### src/rtl/redun_mont_pkg.sv
// rtl/redun_mont_pkg.sv - shared redundant Montgomery types, modulus and encode/decode helpers
package redun_mont_pkg;

  localparam int NUM_WRDS = 16;
  localparam int WRD_BITS = 16;
  localparam int BIN_BITS = NUM_WRDS * WRD_BITS;

  typedef logic [NUM_WRDS-1:0][WRD_BITS:0] redun0_t;
  typedef logic [BIN_BITS-1:0]             bin_t;

  // Modulus 2^256 - 189
  localparam bin_t P = {{(BIN_BITS-8){1'b1}}, 8'h43};

  // Binary to redundant form with every carry bit cleared
  function automatic redun0_t to_redun(input bin_t b);
    redun0_t r;
    for (int i = 0; i < NUM_WRDS; i++) begin
      r[i] = {1'b0, b[i*WRD_BITS +: WRD_BITS]};
    end
    return r;
  endfunction

  // Redundant form back to binary, truncated to BIN_BITS
  function automatic bin_t from_redun(input redun0_t r);
    bin_t acc;
    acc = '0;
    for (int i = 0; i < NUM_WRDS; i++) begin
      acc = acc + (bin_t'(r[i]) << (i * WRD_BITS));
    end
    return acc;
  endfunction

endpackage

### src/rtl/redun_to_bin_pkg.sv
// rtl/redun_to_bin_pkg.sv - converter state encoding (REDUN_TO_BIN_FINAL_REDUCE_EN adds REDUCE)
package redun_to_bin_pkg;

`ifdef REDUN_TO_BIN_FINAL_REDUCE_EN
  typedef enum logic [1:0] {IDLE, CARRY, REDUCE, DONE} state_t;
`else
  typedef enum logic [1:0] {IDLE, CARRY, DONE} state_t;
`endif

endpackage

### src/rtl/redun_to_bin_carry_slice.sv
// rtl/redun_to_bin_carry_slice.sv - combinational carry resolve of one slice of redundant words
module redun_carry_slice #(
  parameter int WRDS_PER_CYC = 4,
  parameter int WRD_BITS     = 16
) (
  input  logic [WRDS_PER_CYC-1:0][WRD_BITS:0]   wrds,
  input  logic [1:0]                            cin,
  output logic [WRDS_PER_CYC*WRD_BITS-1:0]      bits,
  output logic [1:0]                            cout
);

  // Ripple the carry word by word; carry never exceeds 2 so two bits suffice
  always_comb begin
    logic [1:0]          c;
    logic [WRD_BITS+1:0] s;
    c    = cin;
    s    = '0;
    bits = '0;
    for (int i = 0; i < WRDS_PER_CYC; i++) begin
      s = {1'b0, wrds[i]} + {{WRD_BITS{1'b0}}, c};
      bits[i*WRD_BITS +: WRD_BITS] = s[WRD_BITS-1:0];
      c = s[WRD_BITS+1:WRD_BITS];
    end
    cout = c;
  end

endmodule

### src/rtl/redun_to_bin.sv
// rtl/redun_to_bin.sv - word-serial redundant-to-binary converter (optional REDUN_TO_BIN_FINAL_REDUCE_EN)
module redun_to_bin
  import redun_to_bin_pkg::*;
#(
  parameter int NUM_WRDS     = redun_mont_pkg::NUM_WRDS,
  parameter int WRD_BITS     = redun_mont_pkg::WRD_BITS,
  parameter int WRDS_PER_CYC = 4
) (
  input  logic                                i_clk,
  input  logic                                i_rst,
  input  logic [NUM_WRDS-1:0][WRD_BITS:0]     i_dat,
  input  logic                                i_val,
  output logic                                o_rdy,
  output logic [NUM_WRDS*WRD_BITS-1:0]        o_dat,
  output logic                                o_ovf,
  output logic                                o_val,
  input  logic                                i_rdy
);

  localparam int NUM_SLC  = NUM_WRDS / WRDS_PER_CYC;
  localparam int SLC_BITS = WRDS_PER_CYC * WRD_BITS;
  localparam int CW       = (NUM_SLC > 1) ? $clog2(NUM_SLC) : 1;

  state_t                               state, state_nxt;
  logic [NUM_WRDS-1:0][WRD_BITS:0]      wrds;
  logic [1:0]                           carry;
  logic [CW-1:0]                        slc;
  logic                                 last_slc;
  logic [WRDS_PER_CYC-1:0][WRD_BITS:0]  slc_wrds;
  logic [SLC_BITS-1:0]                  slc_bits;
  logic [1:0]                           slc_cout;

  assign last_slc = (slc == CW'(NUM_SLC - 1));
  assign slc_wrds = wrds[slc*WRDS_PER_CYC +: WRDS_PER_CYC];

  redun_carry_slice #(
    .WRDS_PER_CYC (WRDS_PER_CYC),
    .WRD_BITS     (WRD_BITS)
  ) u_slice (
    .wrds (slc_wrds),
    .cin  (carry),
    .bits (slc_bits),
    .cout (slc_cout)
  );

`ifdef REDUN_TO_BIN_FINAL_REDUCE_EN
  localparam logic [NUM_WRDS*WRD_BITS-1:0] P_BIN = redun_mont_pkg::P;

  logic                          borrow;
  logic [NUM_WRDS*WRD_BITS-1:0]  d_reg;
  logic [SLC_BITS:0]             sub;

  // Slice of result - P, chained through the borrow register
  assign sub = {1'b0, slc_bits} - {1'b0, P_BIN[slc*SLC_BITS +: SLC_BITS]}
             - {{SLC_BITS{1'b0}}, borrow};
`endif

  // Next-state and handshake outputs
  always_comb begin
    state_nxt = state;
    o_rdy     = 1'b0;
    o_val     = 1'b0;
    case (state)
      IDLE: begin
        o_rdy = 1'b1;
        if (i_val) state_nxt = CARRY;
      end
      CARRY: begin
`ifdef REDUN_TO_BIN_FINAL_REDUCE_EN
        if (last_slc) state_nxt = REDUCE;
`else
        if (last_slc) state_nxt = DONE;
`endif
      end
`ifdef REDUN_TO_BIN_FINAL_REDUCE_EN
      REDUCE: state_nxt = DONE;
`endif
      DONE: begin
        o_val = 1'b1;
        if (i_rdy) state_nxt = IDLE;
      end
      default: state_nxt = IDLE;
    endcase
  end

  // State register, operand capture and per-slice result accumulation
  always_ff @(posedge i_clk) begin
    if (i_rst) begin
      state <= IDLE;
      wrds  <= '0;
      carry <= '0;
      slc   <= '0;
      o_dat <= '0;
      o_ovf <= 1'b0;
`ifdef REDUN_TO_BIN_FINAL_REDUCE_EN
      borrow <= 1'b0;
      d_reg  <= '0;
`endif
    end else begin
      state <= state_nxt;
      case (state)
        IDLE: begin
          if (i_val) begin
            wrds  <= i_dat;
            carry <= '0;
            slc   <= '0;
`ifdef REDUN_TO_BIN_FINAL_REDUCE_EN
            borrow <= 1'b0;
`endif
          end
        end
        CARRY: begin
          o_dat[slc*SLC_BITS +: SLC_BITS] <= slc_bits;
          carry <= slc_cout;
          slc   <= slc + 1'b1;
          if (last_slc) o_ovf <= (slc_cout != 2'd0);
`ifdef REDUN_TO_BIN_FINAL_REDUCE_EN
          d_reg[slc*SLC_BITS +: SLC_BITS] <= sub[SLC_BITS-1:0];
          borrow <= sub[SLC_BITS];
`endif
        end
`ifdef REDUN_TO_BIN_FINAL_REDUCE_EN
        // Result >= P (or overflowed past 2^N*W): take result - P
        REDUCE: begin
          if (o_ovf || !borrow) begin
            o_dat <= d_reg;
            o_ovf <= 1'b0;
          end
        end
`endif
        default: ;
      endcase
    end
  end

endmodule

### config.mk
export PLATFORM = sky130hd
export DESIGN_NAME = redun_to_bin
export DESIGN_NICKNAME = d
export VERILOG_FILES = /design/src/rtl/redun_mont_pkg.sv /design/src/rtl/redun_to_bin_pkg.sv /design/src/rtl/redun_to_bin_carry_slice.sv /design/src/rtl/redun_to_bin.sv
export SDC_FILE = /design/constraint.sdc
export NUM_CORES = 1
export LEC_CHECK = 0
export ABC_AREA = 1
export CAP_MARGIN = 20
export CORE_UTILIZATION = 51
export DETAILED_ROUTE_END_ITERATION = 8
export GPL_TIMING_DRIVEN = 0
export HOLD_SLACK_MARGIN = 0.06
export PLACE_DENSITY = 0.83
export SYNTH_ARGS = -nofsm -noshare
export SYNTH_HDL_FRONTEND = slang
export SYNTH_SLANG_ARGS = --single-unit
### constraint.sdc
create_clock -name i_clk -period 8.2 [get_ports i_clk]
set_input_delay 0.82 -clock i_clk [delete_from_list [all_inputs] [get_ports i_clk]]
set_output_delay 0.82 -clock i_clk [all_outputs]
set_load 0.005 [all_outputs]
==> results of run 1 <==
[layout make-up]
class | instances | area [um^2] | share of cell area (%)
Buffer | 235 | 1190 | 3.80
Inverter | 110 | 423 | 1.35
Clock inverter | 18 | 223 | 0.711
Tap cell | 600 | 751 | 2.40
Multi-Input combinational cell | 2447 | 11200 | 35.7
Sequential cell | 535 | 10700 | 34.2
Timing Repair Buffer | 535 | 5350 | 17.1
Clock buffer | 74 | 1480 | 4.74
[where the power goes]
group          leakage [uW]  total (uW)  switching (uW)  internal (uW)
logic               0.00657        1170             787            385
clock network      0.000833        2460            1070           1390
registers           0.00438        2810            80.8           2730
[cell families after synthesis]
family	synth area share (%)
XOR/XNOR	0.739
AO/OA/AOI/OAI	14.1
buffers and inverters	6.73
AND/OR/NAND/NOR	31.5
flip-flops	45.8
adder cells (fa/ha/maj)	1.09
[worst max path at each step]
| stage | start | slack, ns | end | depth (start not counted) |
|---|---|---|---|---|
| floorplan | slc[0]$_SDFFE_PP0P_ | 1.15 | o_dat[118]$_SDFFE_PP0P_ | 50 |
| global placement | slc[0]$_SDFFE_PP0P_ | -1.32 | o_dat[116]$_SDFFE_PP0P_ | 48 |
| detailed placement | slc[0]$_SDFFE_PP0P_ | -1.34 | o_dat[244]$_SDFFE_PP0P_ | 48 |
| CTS | slc[0]$_SDFFE_PP0P_ | 0.09 | o_dat[118]$_SDFFE_PP0P_ | 50 |
| global route | slc[0]$_SDFFE_PP0P_ | -0.003 | o_dat[116]$_SDFFE_PP0P_ | 48 |
| finish | slc[0]$_SDFFE_PP0P_ | 0.35 | o_dat[244]$_SDFFE_PP0P_ | 48 |
[metrics by stage]
step	utilization, %	setup WS [ns]	std cells	total power, uW
CTS	69.0	0.0858	4555	6360
global route	69.2	-0.00254	4554	6610
detailed placement	65.1	-1.34	4467	3970
floorplan	-	1.15	3334	3430
finish	69.2	0.347	4554	6440
global placement	65.1	-1.32	4467	3960
[layout by cell type, fill, tap and decap left out, types with 52 or more instances in the layout]
master           synthesis  final
o21ai_0                300    300
clkdlybuf4s50_1          0    533
a21oi_1                284    283
clkbuf_1               169    177
inv_1                   98     97
nor2_1                 614    610
nand2_1                820    818
dfxtp_1                535    534
nand4_1                 70     70
clkbuf_16                0     52
nand3_1                194    191
[state kept, by name, indices dropped and copies added (netlist names)]
name   flops
o_dat    256
o_ovf      1
carry      2
state      2
slc        2
wrds     272
[per-layer routing]
layer | part of all wire, % | global-route usage (%) | up-vias
met4 | 7.2 | 27.7 | 2
met5 | 0.016 | 0 | -
met3 | 12 | 9.70 | 415
li1 | - | - | 12011
met2 | 45 | 70.8 | 1774
met1 | 36 | 52.0 | 12098
[repair_timing]
| action | in CTS | in global routing |
|---|---|---|
| setup buffers | 0 | 2 |
| gates resized for setup | 26 | 29 |
| cloned | 0 | 0 |
| setup endpoints to repair | 78 | 57 |
| pin swaps | 0 | 6 |
[worst max-delay path: cells and delay by family (launching register included)]
kind	cells	cell delay (ns)
buffers and inverters	14	1.48
adders and majority gates	8	2.14
and+or+nand+nor	19	2.46
AOI/OAI and AO/OA	4	0.77
DFF	1	0.41
xor gates and xnor gates	3	0.50
==> impl_metrics.ini, run 1 <==
[floorplan]
die_x_um = 216
core_area_um2 = 45300
start_util_pct = 51.6
chipHeight_um = 216
io_pins = 535
num_rows = 78
dieArea_um2 = 46700

[layout]
diodes = 0
final_cell_area_um2 = 31300
fill_cells = 4051
area_growth_pct = 34.0
nets = 4210
final_layout_size_suffix_gt1_share_pct = 5.87

[routing]
wl_per_cell_um = 22.9
routed_wl_um = 104000
drcViolationCount = 0
antenna_left = 0
routed_via_density = 5.78
firstDrtPassIters = 9
drt_iter0_drc = 3398
dr_total_vias = 26300

[yosys]
synth_common_cells = nand2_1 (820), nor2_1 (614), dfxtp_1 (535)
async_reset_ff_share_pct = 0
syn_nets = 3628
synth_cells = 3334
ys_seq_area_share_pct = 45.8
synth_edf_count = 0
ys_ff_latch = 535
yosys_warnings = 0
netlist_area_um2 = 23400
synth_top_area_share_pct = 45.8
synth_area_leaders = dfxtp_1 (46%), nand2_1 (13%), nor2_1 (9.9%)
synth_ff_type = dfxtp_1
yosysTopAreaCell = dfxtp_1
yosysMostFrequentCell = nand2_1
avgSynthCellArea_um2 = 7.01
synth_cell_types = 46

[sta]
setup_viol = 0
min_period_over_period_pct = 95.8
drv_slew = 0
clock.fmax_mhz = 127
hold_ws_ns = 0.453
clock_skew_ns = 0.0427
max-slew-margin-rel_pct = 32.8
fin_crit_ns = 7.85
fin_tns_setup_ns = 0
rsz0062_at_grt = yes
finalHoldViolCount = 0
tightest_slew_ns = 1.00

[worst_setup_path]
required_ns = 8.74
ff2ff_setup_slack_ns = 0.35
slowest_delay_ns = 0.41
rr_endpoint = o_dat[244]$_SDFFE_PP0P_
critPathArrivalTime_ns = 8.40
worstSetupStartpointType = register
cpMostUsedCell = inv_1
critPathMaxFanout = 10
r2r_start = slc[0]$_SDFFE_PP0P_
rr_worst_depth = 48
path_class = reg -> reg
critPathSlowestCell = dfxtp_4
critical_path.endpoint_type = register

[placement]
io_buffers = 533
place_area_um2 = 29500
place_congestion = 1.03
dp_hpwl_um = 82700

[grt]
overflow = 0
grt_pass1_vias = 24205
grt_max_degree = 20
grt_first_pass_wirelength_um = 151000
antenna_found_initial = 2
grt_use_total_pct = 43.5

[clock_tree]
clkSlewWorstSetupHoldPaths_ns = 0.06
clk_latency_ns = 0.64
cts_tree = yes
cts.sinks = 535
clockRootBuffer = clkbuf_16
cts.path.max_buffers = 3
cts_buffers = 52
hold_buffers = 0
htreeDepth = 2

[power]
powerDensity_nw_per_um2 = 206
power_leakage_uw = 0.0118
ir_drop_mv = 0.155

[run]
max_cap_viol_count = 0

[min_path]
hp-start = wrds[28]$_SDFFE_PP0P_
worstHoldPathType = reg -> reg
hold-path-endpoint = wrds[28]$_SDFFE_PP0P_
min_path_cells = 2

[run_status]
status = finished, final reports clean
(Power assumes the default switching activity.)
==> inputs of run 2 (changes only) <==
Settings changed: PLACE_DENSITY 0.83 to default, PLACE_DENSITY_LB_ADDON from default to 0.12.
==> impl_metrics.ini, run 2 (synthesis gave the netlist of run 1 again) <==
[worst_setup_path]
required_ns = 8.74
worstSetupStartpointType = register
critical_path.endpoint_type = register
cpMostUsedCell = inv_1
critPathArrivalTime_ns = 8.33
path_class = reg -> reg
slowest_delay_ns = 0.39
ff2ff_setup_slack_ns = 0.41
critPathMaxFanout = 14
critPathSlowestCell = fa_1

[placement]
dp_hpwl_um = 80200
place_ws_ns = -1.52
place_area_um2 = 29500
io_buffers = 533
place_congestion = 1.01

[clock_tree]
hold_buffers = 0
cts.path.max_buffers = 3
cts.sinks = 535
clk_latency_ns = 0.63
htreeDepth = 2
clockRootBuffer = clkbuf_16
cts_buffers = 53
cts_tree = yes
clkSlewWorstSetupHoldPaths_ns = 0.07

[grt]
use_met3_pct = 8.15
grt_busiest_layer = met2
use_met1_pct = 53.0
antenna_found_initial = 4
use_met2_pct = 67.6
overflow = 0
grt_use_total_pct = 42.4
grt_pass1_vias = 23590
grt_max_degree = 29
grt_first_pass_wirelength_um = 147000

[layout]
mostFrequentLayoutCells = nand2_1 (818), nor2_1 (610), dfxtp_1 (534)
reg.largest.list = wrds (272), o_dat (256)
nets = 4215
largest-register = wrds
layout_commonest_cell = nand2_1
largest_reg_flops = 272
final_cell_area_um2 = 31600
area_growth_pct = 35.0
fill_cells = 4041
final_util_pct = 69.7
final_layout_size_suffix_gt1_share_pct = 6.06

[sta]
max-slew-margin-rel_pct = 26.5
drv_slew = 0
setup_viol = 0
clock.fmax_mhz = 128
fin_tns_setup_ns = 0
setup_slack_ns = 0.412
tightest_slew_ns = 1.10
finalHoldViolCount = 0
min_period_over_period_pct = 95.0
fin_crit_ns = 7.79
clock_skew_ns = 0.0286

[floorplan]
io_pins = 535
num_rows = 78
chipHeight_um = 216
die_x_um = 216
dieArea_um2 = 46700
start_util_pct = 51.6
core_area_um2 = 45300

[routing]
routed_wl_um = 102000
drt_iter0_drc = 3212
wl_per_cell_um = 22.4
drcViolationCount = 0
routed_via_density = 5.73
antenna_left = 0
dr_total_vias = 26144
firstDrtPassIters = 8

[power]
p_total_uw = 6580
power_leakage_uw = 0.0119
ir_drop_mv = 0.138
powerDensity_nw_per_um2 = 208

[run]
max_cap_viol_count = 0

[run_status]
status = finished, final reports clean

[min_path]
worstHoldPathType = reg -> reg
==> run 2: changes by cell type in the layout (fill, tap and decap cells not counted), sizes merged <==
cell    change
inv         -2
buf         +3
clkbuf      +8
bufinv      +1
diode       +1
clkinv      -1
==> run 2: layout make-up <==
type                    instances  area, um^2  share of cell area, %
multi-input cells            2447       11200                   35.5
inverters                     110         422                   1.34
repair buffers                540        5410                   17.1
well taps                     600         751                   2.38
diodes                          1        2.50                0.00793
clock inverters                16         220                  0.698
clock buffers                  81        1620                   5.15
plain buffers                 234        1220                   3.87
flip-flops and latches        535       10700                   34.0
==> run 2: what timing repair did <==
item | 4_1_cts | 5_1_grt
buffers inserted | 0 | 6
pin swaps | 2 | 10
cloned | 0 | 1
endpoints found under the setup margin | 89 | 61
resized for setup | 31 | 35
==> run 2: metal layers <==
metal,wire length [um],vias to the layer above
li1,-,12037
met1,38600,12080
met2,45900,1638
met3,10800,385
met4,7030,4
met5,27,-
==> run 2: worst paths after layout <==
check / from / to / depth (start not counted)
hold / removal: wrds[46]$_SDFFE_PP0P_ / wrds[46]$_SDFFE_PP0P_ / 2
setup reg to reg: slc[0]$_SDFFE_PP0P_ / o_dat[116]$_SDFFE_PP0P_ / 48
hold reg to reg: wrds[46]$_SDFFE_PP0P_ / wrds[46]$_SDFFE_PP0P_ / 2
setup / recovery: slc[0]$_SDFFE_PP0P_ / o_dat[116]$_SDFFE_PP0P_ / 48
==> run 2: metrics by stage <==
stage | std cells | hold slack, ns
4_1_cts | 4559 | 0.449
6_report | 4564 | 0.454
3_3_place_gp | 4467 | 0.436
3_5_place_dp | 4467 | 0.439
5_1_grt | 4563 | 0.470
2_1_floorplan | 3334 | 0.424
==> run 2: critical path: cells and delay by family (launching register included) <==
kind | cells | cell delay, ns
buffers and inverters | 14 | 1.54
DFF | 1 | 0.38
AOI/OAI and AO/OA | 3 | 0.58
adders and majority gates | 8 | 2.19
and+or+nand+nor | 20 | 2.47
xor gates and xnor gates | 3 | 0.54
==> run 2: report_power, final <==
group / switching (uW) / total [uW] / internal, uW
logic: 792 / 1180 / 392
clock network: 1070 / 2590 / 1520
registers: 76.3 / 2810 / 2730
